===== config.mk =====
export PLATFORM = sky130hd
export DESIGN_NAME = alarm_tone_gen
export DESIGN_NICKNAME = d
export VERILOG_FILES = /design/src/rtl/alarm_pkg.sv /design/src/rtl/tone_osc.sv /design/src/rtl/alarm_tone_gen.sv
export SDC_FILE = /design/constraint.sdc
export NUM_CORES = 1
export LEC_CHECK = 0
export ABC_AREA = 1
export BUFFER_PORTS_ARGS = -buffer_cell sky130_fd_sc_hd__clkbuf_2
export CAP_MARGIN = 20
export CORE_MARGIN = 2
export CORE_UTILIZATION = 40
export CTS_CLUSTER_SIZE = 40
export DETAILED_ROUTE_END_ITERATION = 16
export GPL_TIMING_DRIVEN = 0
export PLACE_DENSITY = 0.66
export SETUP_SLACK_MARGIN = 0.02
export SYNTH_ARGS = -nofsm -noshare
export SYNTH_HDL_FRONTEND = slang
export SYNTH_HIERARCHICAL = 1
export SYNTH_SLANG_ARGS = --single-unit

===== constraint.sdc =====
create_clock -name CLK -period 3.5 [get_ports CLK]
set_clock_uncertainty 0.05 [all_clocks]
set_input_delay 0.525 -clock CLK [delete_from_list [all_inputs] [get_ports CLK]]
set_output_delay 0.525 -clock CLK [all_outputs]
set_load 0.05 [all_outputs]

===== src/rtl/alarm_pkg.sv =====
// rtl/alarm_pkg.sv - state encoding, register layout, reset values and default melody for alarm_tone_gen
package alarm_pkg;

   typedef enum logic [1:0] {
      ST_IDLE   = 2'd0,
      ST_PLAY   = 2'd1,
      ST_GAP    = 2'd2,
      ST_SNOOZE = 2'd3
   } state_t;

   localparam int CTRL_EN_BIT     = 0;
   localparam int CTRL_SNOOZE_BIT = 1;
   localparam int CTRL_MUTE_BIT   = 2;

   localparam logic [7:0] CTRL_RST  = 8'h01;
   localparam logic [7:0] TEMPO_RST = 8'd63;

   // Each ROM word is {half_period[31:0], dur[3:0]}; the top keeps only DIV_W period bits.
   localparam int ROM_DEPTH   = 16;
   localparam int ROM_HP_W    = 32;
   localparam int ROM_ENTRY_W = ROM_HP_W + 4;

   typedef logic [ROM_DEPTH-1:0][ROM_ENTRY_W-1:0] rom_t;

   function automatic logic [ROM_ENTRY_W-1:0] note(input int unsigned hp, input int unsigned dur);
      logic [ROM_HP_W-1:0] hp_v;
      logic [3:0]          dur_v;
      hp_v  = hp;
      dur_v = dur[3:0];
      return {hp_v, dur_v};
   endfunction

   // Short C-major arpeggio at 50 MHz, ending on a rest so the loop is audible.
   function automatic rom_t default_melody();
      rom_t rom;
      rom    = '0;
      rom[0] = note(47801, 1);
      rom[1] = note(37936, 1);
      rom[2] = note(31888, 1);
      rom[3] = note(23889, 3);
      rom[4] = note(0,     1);
      rom[5] = note(23889, 1);
      rom[6] = note(31888, 1);
      rom[7] = note(0,     3);
      return rom;
   endfunction

endpackage


===== src/rtl/tone_osc.sv =====
// rtl/tone_osc.sv - clock-enabled square-wave oscillator; restarts low whenever disabled or the note changes
module tone_osc #(
   parameter int DIV_W = 18
) (
   input  logic             clk,
   input  logic             rst,
   input  logic             en,
   input  logic             mute,
   input  logic [DIV_W-1:0] half_period,
   output logic             wave
);

   logic [DIV_W-1:0] cnt;
   logic [DIV_W-1:0] hp_q;
   logic             phase;
   logic             phase_d;
   logic             restart;
   logic             hit;

   // A zero half-period is a rest, so it behaves like a permanent restart.
   assign restart = !en || (half_period == '0) || (half_period != hp_q);
   assign hit     = (cnt == half_period - DIV_W'(1));
   assign phase_d = restart ? 1'b0 : (hit ? ~phase : phase);

   always_ff @(posedge clk) begin
      if (rst) begin
         cnt   <= '0;
         hp_q  <= '0;
         phase <= 1'b0;
         wave  <= 1'b0;
      end else begin
         hp_q  <= half_period;
         phase <= phase_d;
         wave  <= phase_d & ~mute;
         if (restart || hit) begin
            cnt <= '0;
         end else begin
            cnt <= cnt + DIV_W'(1);
         end
      end
   end

endmodule


===== src/rtl/alarm_tone_gen.sv =====
// rtl/alarm_tone_gen.sv - alarm melody player on the PicoBlaze port bus; ALARM_SNOOZE_EN adds the snooze control
module alarm_tone_gen
   import alarm_pkg::*;
#(
   parameter int         NOTES        = 8,
   parameter int         DIV_W        = 18,
   parameter int         BEAT_SHIFT   = 16,
   parameter int         GAP_CLKS     = 1024,
   parameter int         SNOOZE_BEATS = 64,
   parameter logic [7:0] ADDR_CTRL    = 8'h40,
   parameter logic [7:0] ADDR_TEMPO   = 8'h41,
   parameter rom_t       MELODY       = default_melody()
) (
   input  logic       CLK,
   input  logic       RST,
   input  logic [7:0] POR_ID,
   input  logic [7:0] OUT_PORT,
   input  logic       WRITE_STROBE,
   input  logic       ALARMA,
   output logic       speaker,
   output logic       busy
);

   localparam int IDX_W = (NOTES > 1) ? $clog2(NOTES) : 1;
   localparam int BW    = 8 + BEAT_SHIFT;
   localparam int GW    = $clog2(GAP_CLKS) + 1;
   localparam logic [IDX_W-1:0] LAST_IDX = IDX_W'(NOTES - 1);

   state_t           state;
   state_t           state_next;
   logic             enable;
   logic             mute;
   logic [7:0]       tempo;
   logic [7:0]       tempo_cur;
   logic [IDX_W-1:0] index;
   logic [3:0]       rom_addr;
   logic [BW-1:0]    beat_cnt;
   logic [BW-1:0]    beat_last;
   logic [3:0]       note_beat;
   logic [3:0]       dur;
   logic [GW-1:0]    gap_cnt;
   logic [DIV_W-1:0] half_period;
   logic             ctrl_wr;
   logic             tempo_wr;
   logic             mute_eff;
   logic             beat_run;
   logic             beat_tick;
   logic             note_done;
   logic             gap_done;
   logic             osc_en;
   logic             unused_port;

   assign ctrl_wr  = WRITE_STROBE && (POR_ID == ADDR_CTRL);
   assign tempo_wr = WRITE_STROBE && (POR_ID == ADDR_TEMPO);

   assign rom_addr    = 4'(index);
   assign half_period = MELODY[rom_addr][4 +: DIV_W];
   assign dur         = MELODY[rom_addr][3:0];

   // (tempo+1) << BEAT_SHIFT clocks per beat, so the last count is tempo followed by ones.
   assign beat_last = {tempo_cur, {BEAT_SHIFT{1'b1}}};
   assign beat_tick = (beat_cnt == beat_last);
   assign note_done = beat_tick && (note_beat == dur);
   assign gap_done  = (gap_cnt == GW'(GAP_CLKS - 1));

   assign unused_port = ^OUT_PORT[7:3];

   always_ff @(posedge CLK) begin
      if (RST) begin
         enable <= CTRL_RST[CTRL_EN_BIT];
         mute   <= CTRL_RST[CTRL_MUTE_BIT];
         tempo  <= TEMPO_RST;
      end else begin
         if (ctrl_wr) begin
            enable <= OUT_PORT[CTRL_EN_BIT];
            mute   <= OUT_PORT[CTRL_MUTE_BIT];
         end
         if (tempo_wr) begin
            tempo <= OUT_PORT;
         end
      end
   end

`ifdef ALARM_SNOOZE_EN
   localparam int SW = $clog2(SNOOZE_BEATS) + 1;

   logic          snooze_req;
   logic          snooze_done;
   logic [SW-1:0] snooze_cnt;

   assign snooze_done = beat_tick && (snooze_cnt == SW'(SNOOZE_BEATS - 1));

   always_ff @(posedge CLK) begin
      if (RST) begin
         snooze_req <= 1'b0;
         snooze_cnt <= '0;
      end else begin
         snooze_req <= ctrl_wr && OUT_PORT[CTRL_SNOOZE_BIT];
         if ((state == ST_SNOOZE) && (state_next == ST_SNOOZE)) begin
            if (beat_tick) begin
               snooze_cnt <= snooze_cnt + SW'(1);
            end
         end else begin
            snooze_cnt <= '0;
         end
      end
   end
`else
   logic unused_cfg;
   assign unused_cfg = OUT_PORT[CTRL_SNOOZE_BIT] ^ (SNOOZE_BEATS == 0);
`endif

   always_comb begin
      state_next = state;
      case (state)
         ST_IDLE: begin
            if (ALARMA && enable) state_next = ST_PLAY;
         end
         ST_PLAY: begin
            if (note_done) state_next = ST_GAP;
`ifdef ALARM_SNOOZE_EN
            if (snooze_req) state_next = ST_SNOOZE;
`endif
         end
         ST_GAP: begin
            if (gap_done) state_next = ST_PLAY;
`ifdef ALARM_SNOOZE_EN
            if (snooze_req) state_next = ST_SNOOZE;
`endif
         end
`ifdef ALARM_SNOOZE_EN
         ST_SNOOZE: begin
            if (snooze_done) state_next = ST_PLAY;
         end
`endif
         default: state_next = ST_IDLE;
      endcase
      // Dropping the alarm or the enable beats any pending snooze.
      if (!ALARMA || !enable) state_next = ST_IDLE;
   end

   assign beat_run = ((state == ST_PLAY) || (state == ST_SNOOZE)) && (state_next == state);
   assign osc_en   = (state == ST_PLAY) && (state_next == ST_PLAY);
   assign mute_eff = ctrl_wr ? OUT_PORT[CTRL_MUTE_BIT] : mute;
   assign busy     = (state != ST_IDLE);

   always_ff @(posedge CLK) begin
      if (RST) begin
         state     <= ST_IDLE;
         index     <= '0;
         beat_cnt  <= '0;
         tempo_cur <= TEMPO_RST;
         note_beat <= '0;
         gap_cnt   <= '0;
      end else begin
         state <= state_next;

         // A new tempo is only picked up when a beat starts.
         if (!beat_run || beat_tick) begin
            beat_cnt  <= '0;
            tempo_cur <= tempo;
         end else begin
            beat_cnt <= beat_cnt + BW'(1);
         end

         if ((state != ST_PLAY) || !beat_run) begin
            note_beat <= '0;
         end else if (beat_tick) begin
            note_beat <= note_beat + 4'd1;
         end

         if ((state == ST_GAP) && (state_next == ST_GAP)) begin
            gap_cnt <= gap_cnt + GW'(1);
         end else begin
            gap_cnt <= '0;
         end

         // Advancing on gap entry lets the oscillator see the new period before the note starts.
         if ((state_next == ST_IDLE) || (state_next == ST_SNOOZE)) begin
            index <= '0;
         end else if ((state == ST_PLAY) && (state_next == ST_GAP)) begin
            index <= (index == LAST_IDX) ? '0 : index + IDX_W'(1);
         end
      end
   end

   tone_osc #(
      .DIV_W(DIV_W)
   ) u_tone_osc (
      .clk        (CLK),
      .rst        (RST),
      .en         (osc_en),
      .mute       (mute_eff),
      .half_period(half_period),
      .wave       (speaker)
   );

endmodule


# Word level (Yosys, flattened, before mapping)
# Memory sizes are Yosys's and may differ from the RTL's. A register that Yosys moved wholly into a read port is not among the register bits.
# Index checks and enable logic that the tools add are counted.
[totals]
n_memories = 1
ff_bits = 100
wordCells = 82
romBits = 288
out_inout_bits = 2
input_bits = 20
[op_classes]
bitwise_logic = 4
add_sub_neg = 6
magnitude_cmp = 1
n_reduce_logical = 29
mux = 12
eq_ne = 16
[memory_table]
columns = ["memory", "words", "width", "read_ports", "rd_ports_with_merged_regs", "write_ports", "line", "text"]
rows = [
  ["(no name shown)", 8, 36, 1, 1, 0, "alarm_tone_gen.sv:58", "assign dur = MELODY[rom_addr][3:0];"],
]
[op_table]
columns = ["cell", "n"]
rows = [
  ["24-bit by 1-bit adder with 24-bit output (second input constant)", 1],
  ["24-bit equality test", 1],
  ["22-bit 2-to-1 mux", 1],
  ["18-bit by 1-bit adder with 18-bit output (second input constant)", 1],
  ["18-bit equality test", 1],
  ["18-bit zero test", 1],
  ["18-bit inequality test", 1],
  ["18-bit by 1-bit subtractor with 18-bit output (second input constant)", 1],
  ["8-bit by 7-bit equality test with 1-bit output (second input constant)", 2],
  ["11-bit by 1-bit adder with 11-bit output (second input constant)", 1],
  ["11-bit by 10-bit equality test with 1-bit output (second input constant)", 1],
  ["2-bit OR reduction", 5],
  ["3-bit 2-to-1 mux", 3],
  ["2-bit equality test (second input constant)", 4],
  ["1-bit logical AND", 8],
  ["1-bit logical OR", 8],
  ["2-bit 2-to-1 mux", 4],
  ["2-bit one-hot mux with 3 select lines", 1],
  ["3-bit by 5-bit < comparator with 1-bit output (second input constant)", 1],
  ["4-bit by 1-bit adder with 4-bit output (second input constant)", 1],
  ["2-bit by 1-bit equality test with 1-bit output (second input constant)", 2],
  ["4-bit equality test", 1],
  ["1-bit zero test", 4],
  ["2-bit zero test", 2],
  ["8 further kinds", 12],
]

# Depth between registers and ports, before layout
# Gate-level depths: netlist of run 1.
[logic_depth]
ltp_word = 14
ltp_mapped = 24
mapped_depth_nobuf = 23

# By module
# Netlist of run 1, hierarchy kept.
[by_module_without_submodules]
columns = ["mod", "cells_per_inst", "area_each_um2", "seq_area_each_um2", "instances"]
rows = [
  ["alarm_tone_gen", 449, 3313.2, 1441.4, 1],
  ["tone_osc", 370, 2359.8, 760.7, 1],
]

# Worst setup path after synthesis of run 1
# Ideal clock, no wire load.
[synth_timing]
path_kind = "register to register"
start = "register gap_cnt[0]"
end = "register, netlist name half_period[14]"
path_slack_ns = 0.590
stages_incl_launch_ff = 21
synth_period_minus_slack_ns = 2.910
required_ns = 3.329
arrival_time_ns = 2.739
setup_time_ns = 0.121
path_buffers = 0
cell_sequence = "dfxtp_1 ha_1 nand2_1 inv_1 nand2_1 nor3_2 and3_1 nand3b_1 nand2_1 nand2_1 nand2_1 nand2_1 ha_1 nor2_1 inv_1 nor3_2 inv_2 ha_1 inv_1 nor2_1 nor2_1"
[synth_lines]
columns = ["item", "line", "text"]
rows = [
  ["from (decl)", "alarm_tone_gen.sv:41", "logic [GW-1:0] gap_cnt;"],
  ["from (signal assigned)", "alarm_tone_gen.sv:173", "gap_cnt <= gap_cnt + GW'(1);"],
]

# Worst setup path in the final report of run 1
[layout_timing]
start = "register gap_cnt[0]"
end = "register u_tone_osc.cnt[16]"
[layout_via]
elab_chain_len = 11
[layout_lines]
columns = ["item", "line", "text"]
rows = [
  ["11-bit by 10-bit equality test with 1-bit output", "alarm_tone_gen.sv:64", "assign gap_done = (gap_cnt == GW'(GAP_CLKS - 1));"],
  ["2-bit 2-to-1 mux", "alarm_tone_gen.sv:126", "if (gap_done) state_next = ST_PLAY;"],
  ["2-bit one-hot mux with 3 select lines", "alarm_tone_gen.sv:115", "case (state)"],
  ["2-bit 2-to-1 mux", "alarm_tone_gen.sv:139", "if (!ALARMA || !enable) state_next = ST_IDLE;"],
  ["named net state_next[0]", "alarm_tone_gen.sv:30", "state_t state_next;"],
  ["2-bit by 1-bit equality test with 1-bit output", "alarm_tone_gen.sv:143", "assign osc_en = (state == ST_PLAY) && (state_next == ST_PLAY);"],
  ["1-bit logical AND", "alarm_tone_gen.sv:143", ""],
  ["named net osc_en", "alarm_tone_gen.sv:50", "logic osc_en;"],
  ["1-bit zero test", "tone_osc.sv:21", "assign restart = !en || (half_period == '0) || (half_period != hp_q);"],
  ["1-bit logical OR (2 in series)", "tone_osc.sv:21", ""],
  ["1-bit logical OR", "tone_osc.sv:35", "if (restart || hit) begin"],
  ["2-bit OR reduction (no source line)", "-", ""],
  ["to (signal assigned)", "tone_osc.sv:38", "cnt <= cnt + DIV_W'(1);"],
  ["to (decl)", "tone_osc.sv:13", "logic [DIV_W-1:0] cnt;"],
]
# The timed path passes the listed nets, and every way through them passes these cells.
# A chain may end at the register's enable or synchronous reset.

==> results of run 1 <==
==> worst max-delay path, stage by stage (launching register included) <==
cell	delay [ns]
dfxtp_1	0.35
ha_1	0.17
nand2_1	0.05
inv_1	0.06
nand2_1	0.10
nor3_2	0.19
and3_1	0.24
nand3b_1	0.13
nand2_1	0.08
nand2_1	0.04
nand2_1	0.05
nand2_1	0.08
inv_1	0.07
ha_1	0.13
inv_1	0.03
nor2_1	0.09
inv_1	0.05
nor3_1	0.21
o2111ai_1	0.15
nor2_1	0.13
nand3_1	0.14
nor2_4	0.15
nand2_4	0.11
buf_6	0.16
nor2_1	0.10
==> flip-flops by register name, indices dropped and copies added (netlist names), 3 cells and up <==
name             count
beat_cnt            24
u_tone_osc/cnt      18
u_tone_osc/hp_q     18
gap_cnt             11
half_period          9
tempo                8
tempo_cur            8
note_beat            4
index                3
==> layout make-up <==
type	count	area, um^2	area share (%)
Sequential cell	110	2200	34.4
Clock buffer	9	225	3.52
Timing Repair Buffer	24	128	2.00
Buffer	11	78.8	1.23
Tap cell	180	225	3.52
Multi-Input combinational cell	599	3040	47.5
Inverter	113	424	6.63
Clock inverter	7	73.8	1.15
==> power groups by stage <==
stage | clock network, W | logic (W) | registers, W
3_5_place_dp | 0 | 0.0000736 | 0.00130
3_3_place_gp | 0 | 0.0000733 | 0.00130
4_1_cts | 0.00106 | 0.0000742 | 0.00127
2_1_floorplan | 0 | 0.0000518 | 0.00130
6_report | 0.00103 | 0.0000752 | 0.00127
5_1_grt | 0.00111 | 0.0000883 | 0.00127
==> logic make-up after synthesis <==
logic type / count (synthesis) / synth area share [%]
AO/OA/AOI/OAI: 57 / 5.67
XOR/XNOR: 38 / 5.87
adder cells (fa/ha/maj): 14 / 3.09
buffers and inverters: 124 / 8.87
flip-flops: 110 / 38.8
other: 1 / 0.0661
AND/OR/NAND/NOR: 475 / 37.6
==> per-stage QoR <==
stage	cell area (um^2)	util (%)
final	6400	46.1
after global routing	6400	46.1
after CTS	6350	45.8
after detailed placement	6060	43.6
after global placement	6060	43.6
after floorplan	5730	-
==> cells in the final DEF, fill, tap and decap left out, types with 2 or more instances in the layout <==
| cell type | instances |
|---|---|
| nand2_2 | 5 |
| inv_2 | 5 |
| buf_4 | 4 |
| nand3_2 | 7 |
| buf_2 | 3 |
| nand3b_1 | 3 |
| o22ai_1 | 2 |
| ha_1 | 14 |
| nor3_4 | 2 |
| clkbuf_16 | 9 |
| nor2_2 | 15 |
| nor3_1 | 19 |
| or2_2 | 5 |
| nand3_1 | 45 |
| xor2_1 | 24 |
| a21oi_2 | 2 |
| o2111ai_1 | 3 |
| nor4_1 | 5 |
| clkinvlp_4 | 4 |
| nand2_1 | 213 |
| a21oi_1 | 25 |
| nand4_1 | 9 |
| conb_1 | 15 |
| a221oi_1 | 2 |
| or2_0 | 2 |
| nor2_1 | 127 |
| nor2_4 | 7 |
| clkbuf_2 | 21 |
| nor3_2 | 4 |
| xnor2_1 | 14 |
| buf_6 | 4 |
| o21ai_0 | 18 |
| and2_1 | 2 |
| dfxtp_1 | 110 |
| clkbuf_1 | 3 |
| a31oi_1 | 2 |
| inv_1 | 108 |
==> worst max-delay path by stage <==
stage | to | slack (ns) | depth (start not counted)
after floorplan | half_period[14] | 0.59 | 20
after global placement | half_period[14] | 0.20 | 20
after detailed placement | half_period[14] | 0.20 | 20
after CTS | half_period[14] | 0.18 | 20
after global routing | half_period[14] | 0.01 | 20
final | u_tone_osc/cnt[16] | 0.32 | 24
==> layer usage <==
layer	vias up	GRT usage, %	share of wire [%]
li1	2633	-	-
met1	2110	20.7	50
met2	47	26.3	46
met3	6	4.15	2.8
met4	0	4.19	0.97
met5	-	0	0
==> what timing repair did <==
| item | CTS | global route |
|---|---|---|
| buffers inserted | 0 | 3 |
| setup endpoints to repair | 0 | 18 |
| gates resized for setup | 0 | 5 |
==> flow_summary.ini, run 1 <==
[status]
outcome = complete, no violations

[timing]
setup_viol = 0
drv_slew = 0
rsz0062_at_grt = false
fin_crit_ns = 3.18
fin_setup_tns_ns = 0
timing.final.ws_setup_ns = 0.324
fmaxAchievable_mhz = 315
post-route-period-util_pct = 90.7
hold_viol = 0
max_slew_margin_pct = 57.5
holdWs_ns = 0.315
worst_pin_slew_ns = 0.631

[placed_design]
dp_cells = 1034
gp_congestion = 0.798
portBuffers = 21
place_ws_ns = 0.200
dp_hpwl_mm = 8.28

[finish]
fillers = 1435
drive_above_1_share_pct = 11.7
finalNonFillerCells = 1053
syn_to_final_growth_pct = 12.7
antennaDiodeCount = 0
nets = 902

[power]
power_w = 0.00237
intPower_w = 0.00185
power_leakage_nw = 2.75
seq_power_share_pct = 53.5
combPwrFrac_pct = 3.2
p_sw_share_pct = 22.1
power_frac_clock_pct = 43.3
p_switching_w = 0.000526
ir_worst_vdd_uv = 235
power_density_nw_per_um2 = 371

[clock_network]
clock_sinks = 110
clk_pin_slew_ns = 0.07
clockBufferDepth = 2
htree_levels = 3
postCtsHoldBufs = 0
clk-insertion-delay-late_ns = 0.36
cts_tree = done
cts_made_buffers = 9
clockRootBuffer = clkbuf_16

[floorplanning]
dieWidth_um = 123
start_util_pct = 40.9
dieArea_um2 = 15200
pin_count = 22
coreArea_um2 = 13900
rows = 43
dieHeight_um = 123

[synth]
synth_common_cells = nand2_1 (213), nor2_1 (130), dfxtp_1 (110)
yosys_most_used_dff = dfxtp_1
synthCells = 819
ys_types = 42
ys_ff_latch = 110
yosysTopAreaCellShare_pct = 38.8
netlist_top_cells_area = dfxtp_1 (39%), nand2_1 (14%), nor2_1 (8.6%)
synth_largest_area_cell = dfxtp_1
synth-edff-count = 0
postSynth.asyncResetShare_pct = 0
syn_avg_cell_area_um2 = 6.93
synthesis.yosys.warnings = 6
synth-seq-area-share_pct = 38.8
synth_most_common_cell = nand2_1
syn_area_um2 = 5670

[critical_path]
cp_data_required_time_ns = 3.74
crit-reg2reg-capture = u_tone_osc/cnt[16]
reg2reg_depth = 24
critical_path_class = reg -> reg
start_kind = register
r2r_slack_ns = 0.32
arrival_ns = 3.42
r2r-start = gap_cnt[0]
crit_start = gap_cnt[0]
crit_fanout = 10
crit_path_end_kind = register

[global_route]
grt_max_degree = 19
grt_usage_pct = 15.9
antenna_found_initial = 0
grt-ovfl-total = 0
grt_pass1_wl_mm = 19.5
grt_pass1_vias = 4360

[drt]
detail-route-antenna-nets = 0
drt-initial-drc-count = 384
drc = 0
vias = 4796
drtPass1Iterations = 5
routed_via_density = 4.55
routed_wl_mm = 10.9
wl_per_cell_um = 10.4

[flow_run]
cap_violations = 0

[min_path]
hp-class = in -> reg
min_from = OUT_PORT[4]
min_path_cells = 3
min_to = tempo[4]
Power figures use the tool's default switching activity.
==> run 2, diff against run 1 <==
--- a/config.mk
+++ b/config.mk
@@ -6,7 +6,7 @@
 export NUM_CORES = 1
 export LEC_CHECK = 0
 export ABC_AREA = 1
-export BUFFER_PORTS_ARGS = -buffer_cell sky130_fd_sc_hd__clkbuf_2
+export BUFFER_PORTS_ARGS = -buffer_cell sky130_fd_sc_hd__buf_2
 export CAP_MARGIN = 20
 export CORE_MARGIN = 2
 export CORE_UTILIZATION = 40
==> run 2 against run 1 <==
  * Non-clock buffer count fell by 3
  * Cell count fell by 0.28%
  * Via count fell by 1.0%
  * Sequential power barely moved
  * Global-route usage barely moved
  * Clock power rose by 4%
  * Flip-flop and latch count did not move
  * Register-to-register slack barely moved
  * Final area fell by 0.14%
  * Critical endpoint is now half_period[11]
  * Highest routed layer unchanged
==> flow_summary.ini, run 2 (same netlist as run 1, synthesis figures left out) <==
[drt]
vias = 4746
drtPass1Iterations = 4
drt-initial-drc-count = 307
routed_wl_mm = 10.9
detail-route-antenna-nets = 0
wl_per_cell_um = 10.4
drc = 0
routed_via_density = 4.52

[timing]
post-route-period-util_pct = 90.5
rsz0062_at_grt = false
worst_pin_slew_ns = 0.613
setup_viol = 0
fin_crit_ns = 3.17
fmaxAchievable_mhz = 316
fin_setup_tns_ns = 0
holdWs_ns = 0.321
hold_viol = 0
drv_slew = 0
max_slew_margin_pct = 58.8

[finish]
antennaDiodeCount = 0
final_common_cell = nand2_1
final_cell_mix = nand2_1 (213), nor2_1 (127), dfxtp_1 (110)
largest_register_ffs = 24
nets = 899
syn_to_final_growth_pct = 12.6
reg_top3 = beat_cnt: 24 flops, u_tone_osc/cnt: 18 flops, u_tone_osc/hp_q: 18 flops
finalNonFillerCells = 1050
top_register = beat_cnt
drive_above_1_share_pct = 11.5
final_area_um2 = 6390

[critical_path]
critical_path_class = reg -> reg
r2r-start = gap_cnt[0]
crit_start = gap_cnt[0]
path_depth = 20
crit_end = half_period[11]
path_buf_inv = 4
cp_data_required_time_ns = 3.70
cp_cell_sequence = ha_1 -> nand2_1 -> inv_1 -> nand2_1 -> nor3_4 -> and3_4 -> nand3b_1 -> nand2_1 -> nand2_1 -> nand2_1 -> nand2_1 -> ha_1 -> nor2_2 -> inv_1 -> nor3_4 -> inv_2 -> ha_1 -> inv_1 -> nor2_2 -> a21oi_1
start_kind = register
r2r_slack_ns = 0.33
crit_path_end_kind = register
slowest_stage = dfxtp_1
crit-reg2reg-capture = half_period[11]
worst_path_most_repeated_cell = nand2_1
crit_family = simple AND/OR/NAND/NOR gates
reg2reg_depth = 20
arrival_ns = 3.36
cp_slowest_stage_delay_ns = 0.36
crit_fanout = 4

[power]
power_leakage_nw = 2.76
power_w = 0.00241
ir_worst_vdd_uv = 248
p_sw_share_pct = 22.2
power_density_nw_per_um2 = 377
seq_power_share_pct = 52.6
intPower_w = 0.00187
combPwrFrac_pct = 3.1
p_switching_w = 0.000536
power_frac_clock_pct = 44.2

[floorplanning]
coreArea_um2 = 13900
dieHeight_um = 123
pin_count = 22
rows = 43
start_util_pct = 40.9
dieArea_um2 = 15200
dieWidth_um = 123

[global_route]
antenna_found_initial = 0
grt_max_degree = 19
grt-ovfl-total = 0
grt_usage_pct = 15.9
grt_pass1_wl_mm = 19.3
grt_pass1_vias = 4417

[flow_run]
cap_violations = 0

[placed_design]
gp_congestion = 0.806
portBuffers = 21
dpl_cell_area_um2 = 6060
dp_cells = 1034
dp_hpwl_mm = 8.18

[clock_network]
clk_pin_slew_ns = 0.08
clock_sinks = 110
cts_made_buffers = 9
clk-insertion-delay-late_ns = 0.36
postCtsHoldBufs = 0
clockBufferDepth = 2
clockRootBuffer = clkbuf_16
cts_tree = done
htree_levels = 3

[status]
outcome = complete, no violations

[min_path]
hp-class = in -> reg
run 2: stage by stage:
stage,worst slack (ns),util [%]
2_1_floorplan,0.590,-
3_3_place_gp,0.189,43.6
3_5_place_dp,0.166,43.6
4_1_cts,0.136,45.8
5_1_grt,0.0271,46.0
6_report,0.334,46.0
run 2: per-layer routing:
layer	vias up	wire, um	GRT usage, %
met2	38	4840	26.5
met1	2060	5590	20.2
met3	11	336	4.47
met5	-	0	0
met4	0	133	4.47
li1	2637	-	-
run 2: final cells by class:
class,count,area [um^2]
repair buffers,21,105
clock inverters,5,63.8
multi-input cells,599,3050
clock buffers,11,243
inverters,113,424
flip-flops and latches,110,2200
well taps,180,225
fillers,1445,7490
plain buffers,11,78.8
run 2: worst reg2reg max path, delay by kind of cell, from the launching register on:
| kind | cells | cell delay (ns) |
|---|---|---|
| buffers and inverters | 4 | 0.30 |
| AOI/OAI and AO/OA | 1 | 0.06 |
| DFF | 1 | 0.36 |
| adders and majority gates | 3 | 0.76 |
| and+or+nand+nor | 12 | 1.52 |
run 2: worst min-delay path by stage:
stage,endpoint,depth (start not counted),slack (ns),startpoint
final,tempo[4],3,0.32,OUT_PORT[4]
after global routing,tempo[5],3,0.32,OUT_PORT[5]
after CTS,tempo[5],3,0.30,OUT_PORT[5]
after detailed placement,beat_cnt[0],1,0.39,beat_cnt[0]
after global placement,gap_cnt[0],1,0.38,gap_cnt[0]
after floorplan,beat_cnt[0],1,0.37,beat_cnt[0]
run 2: timing repair:
item,in CTS,in global routing
buffers inserted,0,0
resized for setup,0,7
setup endpoints to repair,0,22
run 2: power groups by stage:
stage	Clock (W)	Sequential, W	Combinational, W
floorplan	0	0.00130	0.0000518
CTS	0.00110	0.00127	0.0000739
global route	0.00114	0.00127	0.0000872
finish	0.00107	0.00127	0.0000749
global placement	0	0.00130	0.0000732
detailed placement	0	0.00130	0.0000735
